[src/rtl/ovc_txs_pkg.sv]
`default_nettype none
// ============================================================================
// Module   : ovc_txs_pkg
// Function : Shared FSM encoding and default widths for the txs burst arbiter.
// Revision : 1.0
// ============================================================================
package ovc_txs_pkg;

   localparam int c_AW        = 23;
   localparam int c_DW        = 128;
   localparam int c_BW        = 6;
   localparam int c_MAX_BURST = 32;

   typedef enum logic [1:0] {
      IDLE  = 2'd0,
      BURST = 2'd1,
      ZERO  = 2'd2
   } txs_state_e;

endpackage
`default_nettype wire

[src/rtl/txs_rr_pick.sv]
`default_nettype none
// ============================================================================
// Module   : txs_rr_pick
// Function : Combinational round-robin selector; picks the first valid
//            requester strictly after last_grant in circular order.
// Revision : 1.0
// ============================================================================
module txs_rr_pick #(
   parameter int NREQ = 2,
   parameter int GW   = 1
)(
   input  logic [NREQ-1:0] req_valid,
   input  logic [GW-1:0]   last_grant,
   output logic [NREQ-1:0] pick,
   output logic            any
);

   // Walk the ring from farthest to nearest so the nearest valid slot wins.
   always_comb begin
      pick = '0;
      any  = |req_valid;
      for (int k = NREQ; k >= 1; k--) begin
         for (int j = 0; j < NREQ; j++) begin
            if ((j == ((int'(last_grant) + k) % NREQ)) && req_valid[j]) begin
               pick    = '0;
               pick[j] = 1'b1;
            end
         end
      end
   end

endmodule
`default_nettype wire

[src/rtl/txs_burst_arbiter.sv]
`default_nettype none
// ============================================================================
// Module   : txs_burst_arbiter
// Function : Burst-granular round-robin arbiter onto the txs Avalon-MM write
//            master. Define TXS_ARB_STATS_EN to build per-requester counters.
// Revision : 1.0
// ============================================================================
module txs_burst_arbiter
   import ovc_txs_pkg::*;
#(
   parameter int NREQ      = 2,
   parameter int AW        = c_AW,
   parameter int DW        = c_DW,
   parameter int BW        = c_BW,
   parameter int MAX_BURST = c_MAX_BURST
)(
   input  logic                 clk125,
   input  logic                 rst,
   input  logic [NREQ-1:0]      req_valid,
   input  logic [NREQ*AW-1:0]   req_addr,
   input  logic [NREQ*BW-1:0]   req_burstcount,
   input  logic [NREQ*DW-1:0]   req_data,
   output logic [NREQ-1:0]      req_grant,
   output logic [NREQ-1:0]      req_rd,
   output logic [NREQ-1:0]      req_done,
   output logic                 txs_write,
   output logic [AW-1:0]        txs_address,
   output logic [BW-1:0]        txs_burstcount,
   output logic [DW-1:0]        txs_writedata,
   input  logic                 txs_waitrequest,
   output logic [NREQ*16-1:0]   stat_bursts
);

   localparam int              c_GW       = (NREQ > 1) ? $clog2(NREQ) : 1;
   localparam logic [c_GW-1:0] c_LAST_RST = c_GW'(NREQ - 1);
   localparam logic [BW-1:0]   c_MAXB     = BW'(MAX_BURST);

   txs_state_e       r_state;
   txs_state_e       w_state_nxt;

   logic [NREQ-1:0]  r_grant;
   logic [c_GW-1:0]  r_gidx;
   logic [c_GW-1:0]  r_last_grant;
   logic [AW-1:0]    r_addr;
   logic [BW-1:0]    r_bc;
   logic [BW-1:0]    r_left;
   logic             r_write;

   logic [NREQ-1:0]  w_pick;
   logic             w_any;
   logic [c_GW-1:0]  w_pick_idx;
   logic [AW-1:0]    w_pick_addr;
   logic [BW-1:0]    w_raw_bc;
   logic [BW-1:0]    w_pick_bc;
   logic             w_accept;
   logic             w_last_beat;

   txs_rr_pick #(
      .NREQ       (NREQ),
      .GW         (c_GW)
   ) u_pick (
      .req_valid  (req_valid),
      .last_grant (r_last_grant),
      .pick       (w_pick),
      .any        (w_any)
   );

   // Index, address and clamped length of the requester about to be granted.
   always_comb begin
      w_pick_idx  = '0;
      w_pick_addr = '0;
      w_raw_bc    = '0;
      for (int i = 0; i < NREQ; i++) begin
         if (w_pick[i]) begin
            w_pick_idx  = c_GW'(i);
            w_pick_addr = req_addr[i*AW +: AW];
            w_raw_bc    = req_burstcount[i*BW +: BW];
         end
      end
      w_pick_bc = (w_raw_bc > c_MAXB) ? c_MAXB : w_raw_bc;
   end

   always_ff @(posedge clk125 or posedge rst) begin
      if (rst) begin
         r_state <= IDLE;
      end else begin
         r_state <= w_state_nxt;
      end
   end

   always_comb begin
      w_state_nxt = r_state;
      case (r_state)
         IDLE: begin
            if (w_any) begin
               w_state_nxt = (w_pick_bc == '0) ? ZERO : BURST;
            end
         end
         BURST: begin
            if (w_last_beat) begin
               w_state_nxt = IDLE;
            end
         end
         ZERO: begin
            w_state_nxt = IDLE;
         end
         default: begin
            w_state_nxt = IDLE;
         end
      endcase
   end

   // Pop and done strobes are combinational so the FIFO advances on the
   // same edge that the slave takes the beat.
   always_comb begin
      w_accept      = r_write & ~txs_waitrequest;
      w_last_beat   = w_accept & (r_left == BW'(1));
      req_rd        = w_accept ? r_grant : '0;
      req_done      = (w_last_beat || (r_state == ZERO)) ? r_grant : '0;
      txs_writedata = '0;
      for (int i = 0; i < NREQ; i++) begin
         if (r_gidx == c_GW'(i)) begin
            txs_writedata = req_data[i*DW +: DW];
         end
      end
   end

   always_ff @(posedge clk125 or posedge rst) begin
      if (rst) begin
         r_grant      <= '0;
         r_gidx       <= '0;
         r_last_grant <= c_LAST_RST;
         r_addr       <= '0;
         r_bc         <= '0;
         r_left       <= '0;
         r_write      <= 1'b0;
      end else begin
         case (r_state)
            IDLE: begin
               if (w_any) begin
                  r_grant <= w_pick;
                  r_gidx  <= w_pick_idx;
                  r_addr  <= w_pick_addr;
                  r_bc    <= w_pick_bc;
                  r_left  <= w_pick_bc;
                  r_write <= (w_pick_bc != '0);
               end
            end
            BURST: begin
               if (w_accept) begin
                  r_left <= r_left - BW'(1);
                  if (w_last_beat) begin
                     r_write      <= 1'b0;
                     r_grant      <= '0;
                     r_last_grant <= r_gidx;
                  end
               end
            end
            ZERO: begin
               r_grant      <= '0;
               r_last_grant <= r_gidx;
            end
            default: begin
               r_write <= 1'b0;
               r_grant <= '0;
            end
         endcase
      end
   end

   assign req_grant      = r_grant;
   assign txs_write      = r_write;
   assign txs_address    = r_addr;
   assign txs_burstcount = r_bc;

`ifdef TXS_ARB_STATS_EN
   generate
      for (genvar i = 0; i < NREQ; i++) begin : g_stats
         logic [15:0] r_cnt;
         always_ff @(posedge clk125 or posedge rst) begin
            if (rst) begin
               r_cnt <= '0;
            end else if (req_done[i]) begin
               r_cnt <= r_cnt + 16'd1;
            end
         end
         assign stat_bursts[i*16 +: 16] = r_cnt;
      end
   endgenerate
`else
   assign stat_bursts = '0;
`endif

endmodule
`default_nettype wire

[config.mk]
export PLATFORM = sky130hd
export DESIGN_NAME = txs_burst_arbiter
export DESIGN_NICKNAME = d
export VERILOG_FILES = /design/src/rtl/ovc_txs_pkg.sv /design/src/rtl/txs_rr_pick.sv /design/src/rtl/txs_burst_arbiter.sv
export SDC_FILE = /design/constraint.sdc
export NUM_CORES = 1
export LEC_CHECK = 0
export ABC_CLOCK_PERIOD_IN_PS = 1460
export CAP_MARGIN = 20
export CORE_AREA = 2 2 201 203
export CTS_CLUSTER_DIAMETER = 60
export DETAILED_ROUTE_END_ITERATION = 7
export DIE_AREA = 0 0 203 205
export PLACE_DENSITY_LB_ADDON = 0.15
export RECOVER_POWER = 50
export SYNTH_ARGS = -nofsm -noshare
export SYNTH_HDL_FRONTEND = slang
export SYNTH_SLANG_ARGS = --single-unit
[constraint.sdc]
create_clock -name clk125 -period 1.46 [get_ports clk125]
set_input_delay 0.146 -clock clk125 [delete_from_list [all_inputs] [get_ports clk125]]
set_output_delay 0.146 -clock clk125 [all_outputs]
set_load 0.01 [all_outputs]
# Word-level counts from Yosys, hierarchy flattened
# Index checks and enable logic that the tools add are counted.
# op_classes
n_eq_ne	8
n_mux	30
n_lt_le_gt_ge	1
add_sub_neg	3
reduce_logical	19
bitwise_logic	6
# ops
operator	count
128-bit two-way mux	1
32-bit logical NOT	2
23-bit two-way mux	2
6-bit two-way mux	5
2-bit two-way mux	10
6-bit case mux with 2 select lines	1
3-bit AND reduction	3
2-bit case mux with 2 select lines	2
1-bit two-way mux	7
6-bit by 1-bit equality test with 1-bit output (second input constant)	1
6-bit greater-than comparator (second input constant)	1
6-bit logical NOT	1
6-bit nonzero test	1
6-bit by 1-bit subtractor with 6-bit output (second input constant)	1
2-bit equality test (first input constant)	2
1-bit logical AND	4
2-bit inequality test (second input constant)	2
2-bit AND reduction	2
4-bit AND reduction	1
2-bit nonzero test	2
1-bit case mux with 3 select lines	1
1-bit adder (second input constant)	2
1-bit AND	2
1-bit AND (first input constant)	2
other kinds (8)	9
# word_totals
wordCells	75
ff_bits	42
input_bits	319
output_inout_bits	196

# Depth between registers and ports, before layout
# Gate-level depths: netlist of the first run.
# depth
word_depth	16
mapped_depth	6
mapped_depth_nobuf	5

# Cells and area by module
# From an unflattened synthesis of the first run, not the netlist that was laid out.
# unflattened
cells_unflattened	407
area_unflattened_um2	4080.2
# modules_own_cells
module	area_per_inst_um2	seq_area_each_um2	instances	cells_each
txs_burst_arbiter	4055.1	1052.3	1	403
txs_rr_pick	25.0	0.0	1	4

# Worst setup path before layout of the first run
# No wires, ideal clock.
# synth_timing
kind	reg2out
startpoint	register r_gidx
endpoint	output txs_writedata[100]
t_required_ns	1.314
path_stages_with_launch	5
n_path_buf	3
path_slack_ns	-0.001
arrival_time_ns	1.315
path_cell_list	dfrtp_1 -> clkbuf_1 -> clkbuf_1 -> buf_2 -> mux2_2
# synth_via
elab_chain_cells	1
# synth_lines
element	line_no	rtl
start: declaration	txs_burst_arbiter.sv:42	logic [c_GW-1:0] r_gidx;
start signal: assignment	txs_burst_arbiter.sv:142	r_gidx <= w_pick_idx;
128-bit two-way mux	txs_burst_arbiter.sv:122	if (r_gidx == c_GW'(i)) begin
end: declaration	txs_burst_arbiter.sv:29	output logic [DW-1:0] txs_writedata,
# Every way passes these cells.

# Worst setup path in the final report of the first run
# layout_timing
startpoint	register r_gidx
endpoint	output txs_writedata[56]
# Same word-level chain as after synthesis.

==> impl_metrics.csv, run 1 <==
group,metric,value,unit
sta,drv_slew,0,
clock_network,tritoncts,"done",
grt,gr-total-overflow,0,
clock_network,clkSinkCount,42,
logic_synthesis,synth_top_area_frac,0.369,
sta,tightest_slew,1.08,ns
clock_network,holdBufCountCts,0,
logic_synthesis,yosysMostFrequentCell,"mux2_2",
detailed_routing,route.detailed.drc,0,
grt,grt_max_degree,43,
logic_synthesis,synth_edf_count,0,
logic_synthesis,synthMuxAreaShare,0.372,
logic_synthesis,synth-seq-cells,42,
sta,timing.final.crit_share,1.33,
grt,first_global_vias,5333,
status,violations,"negative setup slack",
logic_synthesis,synth-seq-area-share,0.269,
detailed_routing,drt_iter0_drc,152,
logic_synthesis,synth_compound_area_frac,0.165,
setup_path,cp-start-kind,"flop",
setup_path,path_buf_inv,5,
setup_path,cp_max_fo,6,
placed_design,routabilityCongestion,0.802,
die,row_count,73,
logic_synthesis,synthTopCellsByArea,"mux2_2 (37%), dfrtp_1 (26%), a32oi_1 (6.3%)",
placed_design,placed_area,9700,sq um
grt,grtUsageTotal,0.140,
run,cap_violations,0,
clock_network,cts_buffer_depth,2,
logic_synthesis,ys_async_sr_fraction,1.00,
sta,hold_violations,0,
power,cellPowerDensity,1500,nW/um^2
detailed_routing,num_vias,5363,
logic_synthesis,synth_common_cells,"mux2_2 (128), dfrtp_1 (41), buf_4 (32)",
final_layout,multi_input_area,3140,sq um
power,vdd_drop_max,0.824,mV
detailed_routing,postRouteAntennaNets,0,
clock_network,cts_made_buffers,5,
logic_synthesis,synthXorXnorAreaFrac,0,
final_layout,final_layout_size_suffix_gt1_frac,0.460,
logic_synthesis,synth-simple-area-share,0.0801,
final_layout,stdcell_area,11200,sq um
sta,skew,0.00437,ns
sta,slew-limit-headroom,0.282,
sta,fin_crit,1.94,ns
detailed_routing,vias_per_cell,3.57,
setup_path,slowest_delay,0.50,ns
detailed_routing,wl_per_cell,22.0,um
detailed_routing,firstDrtPassIters,4,
die,die_width,203,um
setup_path,crit_path_top_delay_cell,"dfrtp_4",
placed_design,dp_hpwl,26800,um
final_layout,nNetsFinal,1294,
die,coreArea,39400,sq um
setup_path,critPathTopFamily,"buffers and inverters",
die,start_util,0.0992,
sta,setup_tns,-46.39,ns
die,dieArea,41600,sq um
logic_synthesis,synth-adder-area-share,0.00641,
sta,setup_violations,157,
sta,rsz0062_at_grt,"true",
setup_path,critPathArrivalTime,1.80,ns
logic_synthesis,yosysUniqueCellTypes,44,
clock_network,root_buffer,"clkbuf_16",
final_layout,seqCellArea,1060,sq um
sta,fmax,0.515,GHz
die,pin_count,515,
logic_synthesis,netlist_instances,404,
sta,holdWs,0.387,ns
setup_path,crit_type,"reg -> out",
power,p_leak,4.74,nW
setup_path,critical_path.cell_chain,"buf_12 -> buf_12 -> buf_6 -> buf_6 -> mux2_4 -> buf_6",
final_layout,stdcell_count,1502,
sta,setup_slack,-0.481,ns
clock_network,insertion_delay,0.29,ns
clock_network,cts_htree_levels,2,
logic_synthesis,avgSynthCellArea,9.67,sq um
logic_synthesis,ys_warn_count,0,
placed_design,port_buffers,482,
grt,grt_pass1_wl,41500,um
worst_hold_path,hold_class,"in -> reg",
final_layout,fill_cells,4209,
placed_design,place_inst,1445,
clock_network,path_clk_slew,0.07,ns
detailed_routing,wirelength,33000,um
status,status,"finished with violations",
setup_path,required,1.31,ns
final_layout,syn_to_final_growth,187,%
logic_synthesis,synth_top_family_by_area,"multiplexers",
logic_synthesis,synth_area,3900,sq um
logic_synthesis,synth_top_area_cell,"mux2_2",
die,fp.dieH,205,um
setup_path,crit_path_frequent_cell,"buf_6",
setup_path,end_kind,"primary output",
logic_synthesis,synth-main-ff-cell,"dfrtp_1",
grt,antenna_found_initial,2,
what timing repair did:
item / CTS / global route
gates cloned: 5 / 6
setup buffers: 23 / 30
pin swaps: 2 / 33
setup endpoints to repair: 171 / 176
resized for setup: 443 / 399
final timing paths:
check | startpoint | endpoint | slack [ns] | cells past startpoint
worst min register to register | txs_burstcount[0] | txs_burstcount[0] | 0.48 | 1
worst max-delay path | r_gidx | txs_writedata[56] | -0.48 | 6
worst max register to register | r_gidx | r_last_grant | -0.13 | 8
min in group asynchronous | rst | txs_address[20] | 0.51 | 3
worst min-delay path | req_burstcount[4] | txs_burstcount[4] | 0.39 | 3
max in group asynchronous | rst | r_gidx | 0.16 | 3
worst min-delay path: stages:
cell            delay, ns
dlymetal6s2s_1       0.13
a32oi_2              0.18
o31ai_4              0.19
layout by cell type, fill, tap and decap left out, drive strengths merged, types with 4 or more instances in the layout:
master         instances
nor3                   8
o31ai                  4
inv                    4
nand2                 30
dlymetal6s2s           9
o21ai                 29
clkdlybuf4s50        341
nor2                  13
a21oi                  6
dfrtp                 41
conb                  32
clkbuf                33
buf                  221
a32oi                 28
mux2                 128
nor2b                  4
final cells by class:
class / count / share of cell area
Antenna cell: 3 / 0.000669
Clock buffer: 6 / 0.0115
Clock inverter: 2 / 0.00334
Inverter: 5 / 0.00167
Multi-Input combinational cell: 321 / 0.280
Sequential cell: 42 / 0.0943
Tap cell: 525 / 0.0585
Timing Repair Buffer: 598 / 0.550
power breakdown:
group / leakage (nW) / internal [mW] / switching [mW]
registers: 0.527 / 1.74 / 0.364
logic: 4.13 / 7.88 / 5.57
clock network: 0.0771 / 0.810 / 0.511
per-layer routing:
layer  global-route usage  vias to the layer above  part of all wire
met5                    0                        -                 0
met4               0.0261                        0            0.0084
met3               0.0262                       10             0.057
met2                0.253                      218              0.51
met1                0.174                     2541              0.43
li1                     -                     2594                 -
state kept, by name (all words and copies together), names as in the netlist:
signal / flops
txs_write: 1
txs_address: 23
req_grant: 2
txs_burstcount: 6
r_last_grant: 1
r_left: 6
r_state: 2
r_gidx: 1
metrics by stage:
stage | total power [mW] | utilization | setup slack [ns]
floorplan | 6.39 | - | 0.00168
finish | 16.9 | 0.285 | -0.481
global route | 17.9 | 0.285 | -0.526
global placement | 12.8 | 0.247 | -0.496
CTS | 15.0 | 0.256 | -0.596
detailed placement | 12.7 | 0.247 | -0.491
logic make-up (layout without fill, tap and decap cells):
group                      count (synthesis)  in the layout
adders and majority gates                  2              2
buffers and inverters                     72            611
DFF                                       42             42
muxes                                    129            129
other                                      1             35
and+or+nand+nor                           69             69
AOI/OAI and AO/OA                         89             89
Power figures use the tool's default switching activity.
==> inputs of run 2 (changes only) <==
--- a/config.mk
+++ b/config.mk
@@ -13,6 +13,7 @@
 export DIE_AREA = 0 0 203 205
 export PLACE_DENSITY_LB_ADDON = 0.15
 export RECOVER_POWER = 50
+export SLEW_MARGIN = 30
 export SYNTH_ARGS = -nofsm -noshare
 export SYNTH_HDL_FRONTEND = slang
 export SYNTH_SLANG_ARGS = --single-unit
==> results of run 2 <==
Same layout as run 1: the final DEF is identical, and so are final timing and power.
